### src/rtl/if_fetch_unit_pkg.sv
// Shared definitions for the instruction-fetch stage: default bus widths,
// reset PC and the fetch FSM state type.
package if_fetch_unit_pkg;

    localparam int          FETCH_ADDR_W   = 32;
    localparam int          FETCH_INST_W   = 32;
    localparam int          FETCH_PRED_W   = 13;
    localparam logic [31:0] FETCH_RESET_PC = 32'h0000_0000;

    typedef enum logic [1:0] {
        ST_IDLE = 2'd0,
        ST_WAIT = 2'd1,
        ST_HOLD = 2'd2
    } fetch_state_e;

endpackage

### src/rtl/if_fetch_unit.sv
// Instruction-fetch stage: owns the PC, issues one memory fetch at a time, picks
// the next PC from the branch predictor and presents results to decode.
module if_fetch_unit
    import if_fetch_unit_pkg::*;
#(
    parameter int                ADDR_W   = FETCH_ADDR_W,
    parameter int                INST_W   = FETCH_INST_W,
    parameter int                PRED_W   = FETCH_PRED_W,
    parameter logic [ADDR_W-1:0] RESET_PC = ADDR_W'(FETCH_RESET_PC)
) (
    input  logic              clk,
    input  logic              rst_n,
    input  logic              rdy,
    output logic              mem_req,
    output logic [ADDR_W-1:0] mem_addr,
    input  logic              mem_done,
    input  logic [INST_W-1:0] mem_inst,
    output logic [ADDR_W-1:0] pred_addr,
    input  logic              pred_jmp,
    input  logic [PRED_W-1:0] pred_target,
    input  logic              br_flush,
    input  logic [ADDR_W-1:0] br_target,
    input  logic              id_ready,
    output logic              id_valid,
    output logic [ADDR_W-1:0] id_pc,
    output logic [INST_W-1:0] id_inst,
    output logic              id_pred_jmp,
    output logic [ADDR_W-1:0] id_pred_pc
);

    function automatic logic [ADDR_W-1:0] predict_next(input logic [ADDR_W-1:0] pc,
                                                       input logic              jmp,
                                                       input logic [PRED_W-1:0] tgt);
        if (jmp) begin
            return {pc[ADDR_W-1:PRED_W], tgt};
        end
        return pc + ADDR_W'(4);
    endfunction

    fetch_state_e      state_q, state_d;
    logic [ADDR_W-1:0] pc_q, pc_d;
    logic              kill_q, kill_d;
    logic              mem_req_q, mem_req_d;
    logic              hold_valid_q, hold_valid_d;
    logic [ADDR_W-1:0] hold_pc_q, hold_pc_d;
    logic [INST_W-1:0] hold_inst_q, hold_inst_d;
    logic              hold_pred_jmp_q, hold_pred_jmp_d;
    logic [ADDR_W-1:0] hold_pred_pc_q, hold_pred_pc_d;
    logic              id_valid_q, id_valid_d;
    logic [ADDR_W-1:0] id_pc_q, id_pc_d;
    logic [INST_W-1:0] id_inst_q, id_inst_d;
    logic              id_pred_jmp_q, id_pred_jmp_d;
    logic [ADDR_W-1:0] id_pred_pc_q, id_pred_pc_d;

    logic              slot_free;
    logic [ADDR_W-1:0] next_pc;

    assign slot_free = !id_valid_q || id_ready;
    assign next_pc   = predict_next(pc_q, pred_jmp, pred_target);

    always_comb begin
        state_d         = state_q;
        pc_d            = pc_q;
        kill_d          = kill_q;
        mem_req_d       = mem_req_q;
        hold_valid_d    = hold_valid_q;
        hold_pc_d       = hold_pc_q;
        hold_inst_d     = hold_inst_q;
        hold_pred_jmp_d = hold_pred_jmp_q;
        hold_pred_pc_d  = hold_pred_pc_q;
        id_valid_d      = id_valid_q && !id_ready;
        id_pc_d         = id_pc_q;
        id_inst_d       = id_inst_q;
        id_pred_jmp_d   = id_pred_jmp_q;
        id_pred_pc_d    = id_pred_pc_q;

        unique case (state_q)
            ST_IDLE: begin
                if (!hold_valid_q) begin
                    mem_req_d = 1'b1;
                    state_d   = ST_WAIT;
                end
            end
            ST_WAIT: begin
                if (mem_done) begin
                    mem_req_d = 1'b0;
                    state_d   = ST_IDLE;
                    if (kill_q) begin
                        kill_d = 1'b0;
                    end else begin
                        pc_d = next_pc;
                        if (slot_free) begin
                            id_valid_d    = 1'b1;
                            id_pc_d       = pc_q;
                            id_inst_d     = mem_inst;
                            id_pred_jmp_d = pred_jmp;
                            id_pred_pc_d  = next_pc;
                        end else begin
                            hold_valid_d    = 1'b1;
                            hold_pc_d       = pc_q;
                            hold_inst_d     = mem_inst;
                            hold_pred_jmp_d = pred_jmp;
                            hold_pred_pc_d  = next_pc;
                            state_d         = ST_HOLD;
                        end
                    end
                end
            end
            ST_HOLD: begin
                if (slot_free) begin
                    id_valid_d    = 1'b1;
                    id_pc_d       = hold_pc_q;
                    id_inst_d     = hold_inst_q;
                    id_pred_jmp_d = hold_pred_jmp_q;
                    id_pred_pc_d  = hold_pred_pc_q;
                    hold_valid_d  = 1'b0;
                    state_d       = ST_IDLE;
                end
            end
            default: state_d = ST_IDLE;
        endcase

        // A redirect wins over everything; an outstanding fetch must still drain.
        if (br_flush) begin
            pc_d         = br_target;
            id_valid_d   = 1'b0;
            hold_valid_d = 1'b0;
            if (state_q == ST_WAIT && !mem_done) begin
                kill_d    = 1'b1;
                mem_req_d = 1'b1;
                state_d   = ST_WAIT;
            end else begin
                kill_d    = 1'b0;
                mem_req_d = 1'b0;
                state_d   = ST_IDLE;
            end
        end
    end

    always_ff @(posedge clk or negedge rst_n) begin
        if (!rst_n) begin
            state_q       <= ST_IDLE;
            pc_q          <= RESET_PC;
            kill_q        <= 1'b0;
            mem_req_q     <= 1'b0;
            hold_valid_q  <= 1'b0;
            id_valid_q    <= 1'b0;
            id_pc_q       <= '0;
            id_inst_q     <= '0;
            id_pred_jmp_q <= 1'b0;
            id_pred_pc_q  <= '0;
        end else if (rdy) begin
            state_q       <= state_d;
            pc_q          <= pc_d;
            kill_q        <= kill_d;
            mem_req_q     <= mem_req_d;
            hold_valid_q  <= hold_valid_d;
            id_valid_q    <= id_valid_d;
            id_pc_q       <= id_pc_d;
            id_inst_q     <= id_inst_d;
            id_pred_jmp_q <= id_pred_jmp_d;
            id_pred_pc_q  <= id_pred_pc_d;
        end
    end

    // Hold buffer contents are qualified by hold_valid_q, so they need no reset.
    always_ff @(posedge clk) begin
        if (rdy) begin
            hold_pc_q       <= hold_pc_d;
            hold_inst_q     <= hold_inst_d;
            hold_pred_jmp_q <= hold_pred_jmp_d;
            hold_pred_pc_q  <= hold_pred_pc_d;
        end
    end

    assign mem_req     = mem_req_q;
    assign mem_addr    = pc_q;
    assign pred_addr   = pc_q;
    assign id_valid    = id_valid_q;
    assign id_pc       = id_pc_q;
    assign id_inst     = id_inst_q;
    assign id_pred_jmp = id_pred_jmp_q;
    assign id_pred_pc  = id_pred_pc_q;

endmodule

### config.mk
export PLATFORM = sky130hd
export DESIGN_NAME = if_fetch_unit
export DESIGN_NICKNAME = d
export VERILOG_FILES = /design/src/rtl/if_fetch_unit_pkg.sv /design/src/rtl/if_fetch_unit.sv
export SDC_FILE = /design/constraint.sdc
export NUM_CORES = 1
export LEC_CHECK = 0
export ABC_AREA = 1
export CAP_MARGIN = 5
export CORE_MARGIN = 2
export CORE_UTILIZATION = 54
export CTS_CLUSTER_DIAMETER = 50
export CTS_CLUSTER_SIZE = 14
export DETAILED_ROUTE_END_ITERATION = 6
export PLACE_DENSITY = 0.85
export SYNTH_ARGS = -nofsm -noshare
export SYNTH_HDL_FRONTEND = slang
export SYNTH_SLANG_ARGS = --single-unit
### constraint.sdc
create_clock -name clk -period 28.2 [get_ports clk]
set_input_delay 5.64 -clock clk [delete_from_list [all_inputs] [get_ports clk]]
set_output_delay 5.64 -clock clk [all_outputs]
set_load 0.02 [all_outputs]
==> metrics.md, run 1 <==
| Metric | Value |
|---|---|
| Slew margin rel. | `27.61%` |
| Number of synthesized flops with an enable pin | `97` |
| Cell area after synthesis | `10,680 sq um` |
| CTS max path bufs | `3` |
| Outcome | `finished clean` |
| Setup TNS | `0 ps` |
| Hold Path Class | `reg2reg` |
| PnR Total Power | `1.451 mW` |
| First-pass GRT wire length | `44,990 microns` |
| Crit-path max cell delay | `between 900 and 1000 ps` |
| Vias per cell | `5.498` |
| First-pass detailed-route iteration total | `6` |
| # rows | `51` |
| Die Span Y | `between 100 and 150 microns` |
| R2r endpoint | `id_pred_pc[21]` |
| # Post-CTS Setup Buffers | `0` |
| Register Area | `around 6300 sq um` |
| Post-DR wirelength/cell | `17.95 microns` |
| Max cap viols | `0` |
| Gpl congestion | `0.8733` |
| I/O pin count | `roughly 250` |
| Die Area | `20,910 sq um` |
| Layout cells sized above 1 | `~6.3%` |
| Clock slew seen by the registers of the worst setup and hold paths | `60 ps` |
| DRT antenna net count | `0` |
| Crit path kind | `in2reg` |
| Crit path top cell by count | `buf_4` |
| Cts bufs inserted | `24` |
| Final Hold Fails | `0` |
| Leak pwr | `~5.8 nW` |
| Seq pwr share | `37.9%` |
| FFs w/ async S/R, synth | `around 58%` |
| Post-Syn Area per Cell | `between 9 and 10 sq um` |
| Clock Skews | `14.83 ps` |
| Worst Path Arrival | `8680 ps` |
| Crit share post-route | `29.16%` |
| Area delta synth->final | `29.17%` |
| Synthesized net count | `1,255` |
| Slew @ Worst Pin | `1086 ps` |
| Yosys warns | `0` |
| Switch Pwr | `about 570 uW` |
| FF-to-FF path depth | `11` |
| Buffers on Ports | `246` |
| Fillers | `1,405` |
| CTS tree | `yes` |
| Slowest cell on crit path | `buf_4` |
| Grt ovf | `0` |
| FF+latch count, synth | `between 200 and 250` |
| DRT iter0 DRCs | `789` |
| Crit path cell chain | `clkdlybuf4s50_1, inv_1, a21oi_1, nand3_2, buf_4, inv_4, buf_4, o21ai_0, o21bai_1, nand2_1` |
| Hold_ws | `479.0 ps` |
| Hold EP | `id_pred_pc[27]` |
| CP delay by family, top | `buffers and inverters` |
| Post-DP Area | `13,050 sq um` |
| Ys flop type | `dfrtp_1` |
| CP max FO | `113` |
| VDD IR max | `0.00006767 V` |
| Multi-input gate area | `around 3700 sq um` |
| Post-route DRC | `0` |
| Drt total wl | `29,380 microns` |
| Worst skew pair latency | `530 ps` |
| Antenna cells | `0` |
| Nets | `1,442` |
| Total GRT Usage | `between 20 and 30%` |
| Largest net degree at the start of global routing | `around 110` |
| Total number of H-tree levels | `1` |
| Cells on Worst Hold Path | `2` |
| Fin area | `13,790 sq um` |
| Detail Placement HPWL | `19,030 microns` |
| Critical Path Sink Type | `register` |
| CORE AREA | `between 15,000 and 20,000 sq um` |
| Clock share of power | `20.7%` |
| Post-layout util | `70.86%` |
| Final setup viols | `0` |
| Seq/Total Area, Yosys | `58.92%` |
| Starting Density | `54.86%` |
| Clock sink total | `between 200 and 250` |
| Yosys cell types | `43` |
| Antenna violations before repair | `0` |
| Synth Instances | `1,167` |
| Achievable frequency | `121.6 MHz` |
| CTS Hold Buffers Added | `0` |
| Pint | `878.9 uW` |
| R2R setup slack | `between 20,000 and 25,000 ps` |
| RSZ-0062 raised after global routing | `no` |
| Fin crit period | `8224 ps` |
| # resized after CTS | `0` |
| Slew Viols, Final | `0` |
| Buf/Inv on CP | `5` |
| Critical path launch point type | `input port` |
| Critical Path RT | `between 20,000 and 30,000 ps` |
| Via count | `around 9,000` |
| Hold Crit Start | `id_pred_pc[27]` |
| Combinational Power Share | `between 40% and 50%` |
| Die W | `144.6 microns` |
| Cell Pwr Density | `105.2 nW/um^2` |
| Worst r2r src | `state_q[1]` |
| Vias in the first global route | `~8,400` |
| CTS root buf | `clkbuf_16` |
| Sw frac | `39.43%` |
==> placed cells by master, fill, tap and decap left out, types with 24 or more instances in the layout <==
cell / Yosys / final
a21oi_1: 47 / 47
nand2_1: 351 / 351
dfrtp_1: 135 / 135
clkbuf_16: 0 / 24
edfxtp_1: 97 / 97
nor2_1: 165 / 165
inv_1: 46 / 44
nand3_1: 47 / 47
a31oi_1: 71 / 71
o21ai_0: 26 / 26
clkdlybuf4s50_1: 0 / 245
==> worst min-delay path, cell delays in order (launching register included) <==
cell and delay (ps):
dfrtp_1 340, nand2_1 50, nand2_1 60
==> state kept, by name, summed over array words and instances (netlist names), 2 cells and up <==
register,flops
id_inst,32
hold_pred_pc_q,32
state_q,2
hold_pc_q,32
id_pc,32
hold_inst_q,32
id_pred_pc,32
mem_addr,32
==> cell families (layout without fill, tap and decap cells) <==
kind of cell | Yosys count | count (layout) | synth area share (%)
XOR/XNOR | 3 | 3 | 0.3165
flip-flops | 232 | 232 | 58.92
AO/OA/AOI/OAI | 168 | 168 | 9.059
adder cells (fa/ha/maj) | 4 | 4 | 0.4688
buffers and inverters | 145 | 350 | 6.668
AND/OR/NAND/NOR | 614 | 614 | 24.47
multiplexers | 1 | 1 | 0.09376
==> through the flow <==
step / setup slack (ps) / cells
after global placement: 19610 / 1593
final: 19980 / 1637
after CTS: 20020 / 1637
after detailed placement: 19510 / 1593
after floorplan: 12340 / 1167
after global routing: 19700 / 1637
==> routing by layer <==
layer	part of all wire, %	up-vias	GRT usage [%]
li1	-	4214	-
met1	41	4244	38.94
met2	48	462	44.85
met3	8.5	80	4.106
met4	3.3	0	8.993
met5	0	-	0
==> power groups by stage <==
stage               logic, mW  clock network (mW)  registers (mW)
finish                  0.600               0.301           0.550
global route            0.647               0.317           0.562
CTS                     0.602               0.304           0.549
detailed placement      0.599                   0           0.555
global placement        0.583                   0           0.553
floorplan               0.243                   0           0.631
==> area by class of cell <==
class | instances | area share, %
Clock inverter | 12 | 0.6986
Sequential cell | 232 | 45.62
Clock buffer | 32 | 4.645
Inverter | 50 | 1.397
Timing Repair Buffer | 256 | 18.41
Tap cell | 265 | 2.404
Multi-Input combinational cell | 790 | 26.83
==> worst max-delay path by stage <==
stage	start	slack [ps]	cells after the start	to
after floorplan	id_ready	12340	5	hold_inst_q[0]
after global placement	mem_done	19610	10	id_pred_pc[9]
after detailed placement	mem_done	19510	10	id_pred_pc[21]
after CTS	mem_done	20020	10	id_pred_pc[21]
after global routing	mem_done	19700	10	id_pred_pc[21]
final	mem_done	19980	10	id_pred_pc[21]
==> synthesized netlist by cell type, drive strengths merged, types with 5 or more instances <==
library cell / instances / area share [%]
clkbuf: 28 / 0.98
edfxtp: 97 / 27
nand3b: 5 / 0.35
buf: 67 / 3.9
nor3: 7 / 0.42
or2: 5 / 0.29
nand2: 356 / 13
nand3: 52 / 2.9
dfrtp: 135 / 32
a31oi: 71 / 4.2
inv: 49 / 1.7
nor2: 178 / 7.2
a21oi: 49 / 2.4
o21ai: 37 / 1.8
nand4: 9 / 0.53
Power figures use the tool's default switching activity.
==> run 2, diff against run 1 <==
--- a/config.mk
+++ b/config.mk
@@ -8,11 +8,11 @@
 export ABC_AREA = 1
 export CAP_MARGIN = 5
 export CORE_MARGIN = 2
-export CORE_UTILIZATION = 54
+export CORE_UTILIZATION = 46
 export CTS_CLUSTER_DIAMETER = 50
 export CTS_CLUSTER_SIZE = 14
 export DETAILED_ROUTE_END_ITERATION = 6
-export PLACE_DENSITY = 0.85
+export PLACE_DENSITY = 0.77
 export SYNTH_ARGS = -nofsm -noshare
 export SYNTH_HDL_FRONTEND = slang
 export SYNTH_SLANG_ARGS = --single-unit
==> constraint.sdc (replaced) <==
create_clock -name clk -period 7.32 [get_ports clk]
set_input_delay 1.464 -clock clk [delete_from_list [all_inputs] [get_ports clk]]
set_output_delay 1.464 -clock clk [all_outputs]
set_load 0.02 [all_outputs]
==> run 2 against run 1 <==
Critical path depth down 1. Clock skew down 1.5 ps. Clock power rose to 5.2 times the previous value. Combinational power rose to 3.8 times the previous value. Critical endpoint is now mem_addr[9]. Largest power group unchanged.
==> metrics.md, run 2 (synthesized netlist as in run 1, its figures left out) <==
| Metric | Value |
|---|---|
| Nets | `1,448` |
| Clock sink total | `232` |
| Die Area | `24,440 sq um` |
| Buffers on Ports | `246` |
| Post-DR wirelength/cell | `17.83 microns` |
| Slew margin rel. | `32.09%` |
| Post-layout util | `62.37%` |
| Crit share post-route | `between 50% and 60%` |
| Worst Path Arrival | `4340 ps` |
| Final setup viols | `0` |
| CTS tree | `yes` |
| Detail Placement HPWL | `19,330 microns` |
| CTS Hold Buffers Added | `0` |
| R2R setup slack | `4250 ps` |
| Post-route DRC | `0` |
| First-pass detailed-route iteration total | `5` |
| Critical path launch point type | `input port` |
| Crit path cell chain | `clkdlybuf4s50_1, nor2_1, nor3_2, o21ai_4, buf_4, inv_2, o21ai_0, o21bai_1, nand2_1` |
| Commonest non-fill, non-tap cell in the layout | `nand2_1` |
| VDD IR max | `0.0002159 V` |
| Vias in the first global route | `8,484` |
| CTS max path bufs | `3` |
| Die W | `156.3 microns` |
| DRT antenna net count | `0` |
| CP delay by family, top | `buffers and inverters` |
| I/O pin count | `247` |
| Commonest cells after routing, fill and taps aside | `nand2_1, clkdlybuf4s50_1, nor2_1, dfrtp_1, edfxtp_1` |
| Outcome | `finished clean` |
| Cell Pwr Density | `422.1 nW/um^2` |
| Antenna cells | `0` |
| Clock slew seen by the registers of the worst setup and hold paths | `60 ps` |
| Drt total wl | `29,740 microns` |
| Fin crit period | `3853 ps` |
| Final Hold Fails | `0` |
| Grt ovf | `0` |
| Critical Path Sink Type | `register` |
| Slew Viols, Final | `0` |
| # rows | `55` |
| CP max FO | `44` |
| Hold_ws | `just under 500 ps` |
| Antenna violations before repair | `0` |
| Hold Path Class | `reg2reg` |
| Starting Density | `~47%` |
| First-pass GRT wire length | `46,370 microns` |
| Vias per cell | `between 5 and 6` |
| Leak pwr | `5.990 nW` |
| Area delta synth->final | `32.66%` |
| Via count | `between 8,000 and 9,000` |
| Total GRT Usage | `24.14%` |
| CORE AREA | `22,710 sq um` |
| Slowest cell on crit path | `clkdlybuf4s50_1` |
| Die Span Y | `156.3 microns` |
| Crit-path max cell delay | `1110 ps` |
| Setup TNS | `0 ps` |
| Largest net degree at the start of global routing | `84` |
| CTS root buf | `clkbuf_16` |
| RSZ-0062 raised after global routing | `no` |
| Critical Path RT | `7800 ps` |
| # resized after CTS | `0` |
| Worst Setup SP | `br_flush` |
| Worst skew pair latency | `between 500 and 600 ps` |
| Hold Crit Start | `id_pred_pc[31]` |
| Clock Skews | `13.31 ps` |
| # Post-CTS Setup Buffers | `0` |
| DRT iter0 DRCs | `between 700 and 800` |
| Slew @ Worst Pin | `approximately 1000 ps` |
| Layout cells sized above 1 | `7.448%` |
| Buf/Inv on CP | `3` |
| Gpl congestion | `0.8684` |
| Max cap viols | `0` |
| Achievable frequency | `between 200 and 300 MHz` |
| Worst r2r src | `state_q[0]` |
| Cts bufs inserted | `30` |
| Crit path kind | `in2reg` |
| Total number of H-tree levels | `1` |
run 2: cell types whose count changed in the layout (fill, tap and decap cells not counted), sizes merged:
cell | before | now
bufinv | 0 | 6
clkinvlp | 1 | 3
clkbuf | 32 | 34
clkinv | 10 | 9
inv | 51 | 53
run 2: final cells by class:
class	instances	area [sq um]
Clock buffer	34	775.7
Clock inverter	21	300.3
Fill cell	1850	8546
Inverter	50	192.7
Multi-Input combinational cell	790	3709
Sequential cell	232	6291
Tap cell	285	356.6
Timing Repair Buffer	256	2539
run 2: metal layers:
metal	vias up	GRT usage, %	part of all wire, %
li1	4251	-	-
met1	4219	33.55	43
met2	382	38.20	46
met3	69	3.822	7.0
met4	0	9.567	3.6
met5	-	0	0
run 2: path summary, 6_finish.rpt:
kind | end | depth (start not counted)
max | mem_addr[9] | 9
min | id_pred_pc[31] | 2
max reg2reg | id_inst[17] | 10
min reg2reg | id_pred_pc[31] | 2
max in group asynchronous | id_inst[5] | 2
min in group asynchronous | state_q[1] | 1
run 2: worst min-delay path: cells and delay by family (launching register included):
family	cells	cell delay, ps
DFF	1	340
and+or+nand+nor	2	110
run 2: power by group:
group          switching (mW)  total [mW]  internal (mW)
Combinational            1.28        2.30           1.02
Clock                   0.579        1.56          0.982
Sequential              0.376        2.12           1.74
run 2: stage by stage:
step	setup slack [ps]	instances	power [mW]	area, sq um
global placement	3089	1613	4.390	13090
floorplan	2043	1167	3.366	10690
finish	3467	1668	5.979	14160
CTS	3562	1668	6.017	14160
global route	3302	1668	6.292	14160
detailed placement	2997	1613	4.444	13090
==> run 3, diff against run 2 <==
==> constraint.sdc (replaced) <==
create_clock -name clk -period 3.45 [get_ports clk]
set_input_delay 0.69 -clock clk [delete_from_list [all_inputs] [get_ports clk]]
set_output_delay 0.69 -clock clk [all_outputs]
set_load 0.02 [all_outputs]
==> run 3 against run 2 <==
Combinational power is 120% higher. Clock-buffer cell count is 3 lower. Clock power increased by 74%. Sequential share of layout area up 0.40 points. Wire length is 1.2% higher. Global-route usage increased by 0.19 points. Largest cell class unchanged. Highest routed layer unchanged.
==> metrics.md, run 3 (synthesized netlist as in run 1, its figures left out) <==
| Metric | Value |
|---|---|
| Worst setup path end | `pred_addr[19]` |
| Outcome | `finished clean` |
| R2R setup slack | `1080 ps` |
| Leak pwr | `between 5 and 6 nW` |
| Layout cells sized above 1 | `7.257%` |
| Crit path kind | `reg2out` |
| Total GRT Usage | `24.33%` |
| Clock Skews | `23.35 ps` |
| Cell Pwr Density | `866.4 nW/um^2` |
| CTS max path bufs | `3` |
| Nets | `roughly 1,400` |
| RSZ-0062 raised after global routing | `no` |
| CORE AREA | `22,710 sq um` |
| Worst Path Arrival | `between 1500 and 2000 ps` |
| Non-Filler Instances | `1,664` |
| Fin area | `between 10,000 and 15,000 sq um` |
| DRT antenna net count | `0` |
| Grt ovf | `0` |
| Cts bufs inserted | `25` |
| Commonest non-fill, non-tap cell in the layout | `nand2_1` |
| Clock slew seen by the registers of the worst setup and hold paths | `60 ps` |
| FF-to-FF path depth | `9` |
| First-pass detailed-route iteration total | `5` |
| Buf/Inv on CP | `1` |
| Critical path launch point type | `register` |
| Slew @ Worst Pin | `1007 ps` |
| Register Area | `6291 sq um` |
| Slowest cell on crit path | `clkdlybuf4s50_1` |
| Crit path cell chain | `clkdlybuf4s50_1` |
| Detail Placement HPWL | `19,950 microns` |
| # rows | `55` |
| CTS root buf | `clkbuf_16` |
| Antenna violations before repair | `1` |
| Slew Viols, Final | `0` |
| Post-layout util | `61.81%` |
| Largest net degree at the start of global routing | `roughly 100` |
| Critical Path RT | `2760 ps` |
| Buffers on Ports | `246` |
| CP delay by family, top | `buffers and inverters` |
| Hold Path Class | `in2async` |
| Cell count along the critical path | `1` |
| Setup ws final | `887.2 ps` |
| CTS Hold Buffers Added | `0` |
| Via count | `around 9,000` |
| Multi-input gate area | `3724 sq um` |
| Max cap viols | `0` |
| Achievable frequency | `390.2 MHz` |
| Die Area | `24,440 sq um` |
| DRT iter0 DRCs | `753` |
| I/O pin count | `between 200 and 250` |
| Fin crit period | `2563 ps` |
| CTS tree | `yes` |
| Final setup viols | `0` |
| Final Hold Fails | `0` |
| Post-DP Area | `~13,000 sq um` |
| Worst skew pair latency | `520 ps` |
| Starting Density | `47.01%` |
| R2r endpoint | `id_pc[22]` |
| VDD IR max | `0.0004460 V` |
| CP max FO | `9` |
| Pre-CTS setup slack | `approximately 730 ps` |
| Worst Setup SP | `mem_addr[19]` |
| First-pass GRT wire length | `47,070 microns` |
| Die W | `156.3 microns` |
| Clock sink total | `232` |
| Gpl congestion | `about 0.9` |
| Slew margin rel. | `32.88%` |
| Vias in the first global route | `around 8,500` |
| Die Span Y | `156.3 microns` |
| Critical Path Sink Type | `primary output` |
| Total number of H-tree levels | `1` |
| Post-DR wirelength/cell | `18.10 microns` |
| PnR Total Power | `12.16 mW` |
| Commonest cells after routing, fill and taps aside | `nand2_1, clkdlybuf4s50_1, nor2_1, dfrtp_1, edfxtp_1` |
| Drt total wl | `~30,000 microns` |
| Crit-path max cell delay | `750 ps` |
| Worst r2r src | `state_q[1]` |
| # Post-CTS Setup Buffers | `0` |
| # resized after CTS | `0` |
| Crit share post-route | `74.28%` |
| Cell total after placement | `around 1,600` |
| Vias per cell | `5.357` |
| Fillers | `~1,900` |
| Area delta synth->final | `31.47%` |
| Post-route DRC | `0` |
-- run 3: cell count changes in the layout (fill, tap and decap cells not counted), sizes merged --
| cell | previous run | this run |
|---|---|---|
| bufinv | 6 | 3 |
| clkbuf | 34 | 31 |
| diode | 0 | 1 |
| clkinv | 9 | 8 |
| clkinvlp | 3 | 1 |
| buf | 11 | 16 |
| inv | 53 | 52 |
-- run 3: per-stage QoR --
step           hold WS, ps  TNS, ps
5_1_grt              209.5        0
2_1_floorplan        394.4   -95110
3_5_place_dp         465.3        0
3_3_place_gp         465.1        0
4_1_cts              190.7        0
6_report             168.6        0
-- run 3: cell type report --
type / count / area share [%]
Tap cell: 285 / 2.541
Antenna cell: 1 / 0.01783
Clock buffer: 31 / 4.689
Clock inverter: 14 / 1.230
Sequential cell: 232 / 44.82
Timing Repair Buffer: 261 / 18.71
Inverter: 50 / 1.462
Multi-Input combinational cell: 790 / 26.53
-- run 3: how the worst min path moves through the flow --
stage	start	endpoint	slack, ps	cells past startpoint
after floorplan	rst_n	hold_valid_q	390	0
after global placement	id_pred_pc[17]	id_pred_pc[17]	470	2
after detailed placement	id_pred_pc[22]	id_pred_pc[22]	470	2
after CTS	rst_n	state_q[0]	190	1
after global routing	rst_n	state_q[0]	210	1
final	rst_n	state_q[0]	170	1
-- run 3: power by group --
| group | internal (mW) | switching [mW] | leakage [nW] |
|---|---|---|---|
| clock network | 1.60 | 1.11 | 0.407 |
| registers | 3.70 | 0.775 | 2.43 |
| logic | 2.19 | 2.79 | 3.09 |
| total | 7.49 | 4.67 | 5.93 |
-- run 3: metal layers --
layer / part of all wire [%] / GRT usage, %
met4: 2.6 / 7.339
met3: 6.9 / 3.572
met2: 47 / 38.98
met5: 0 / 0
met1: 43 / 34.54
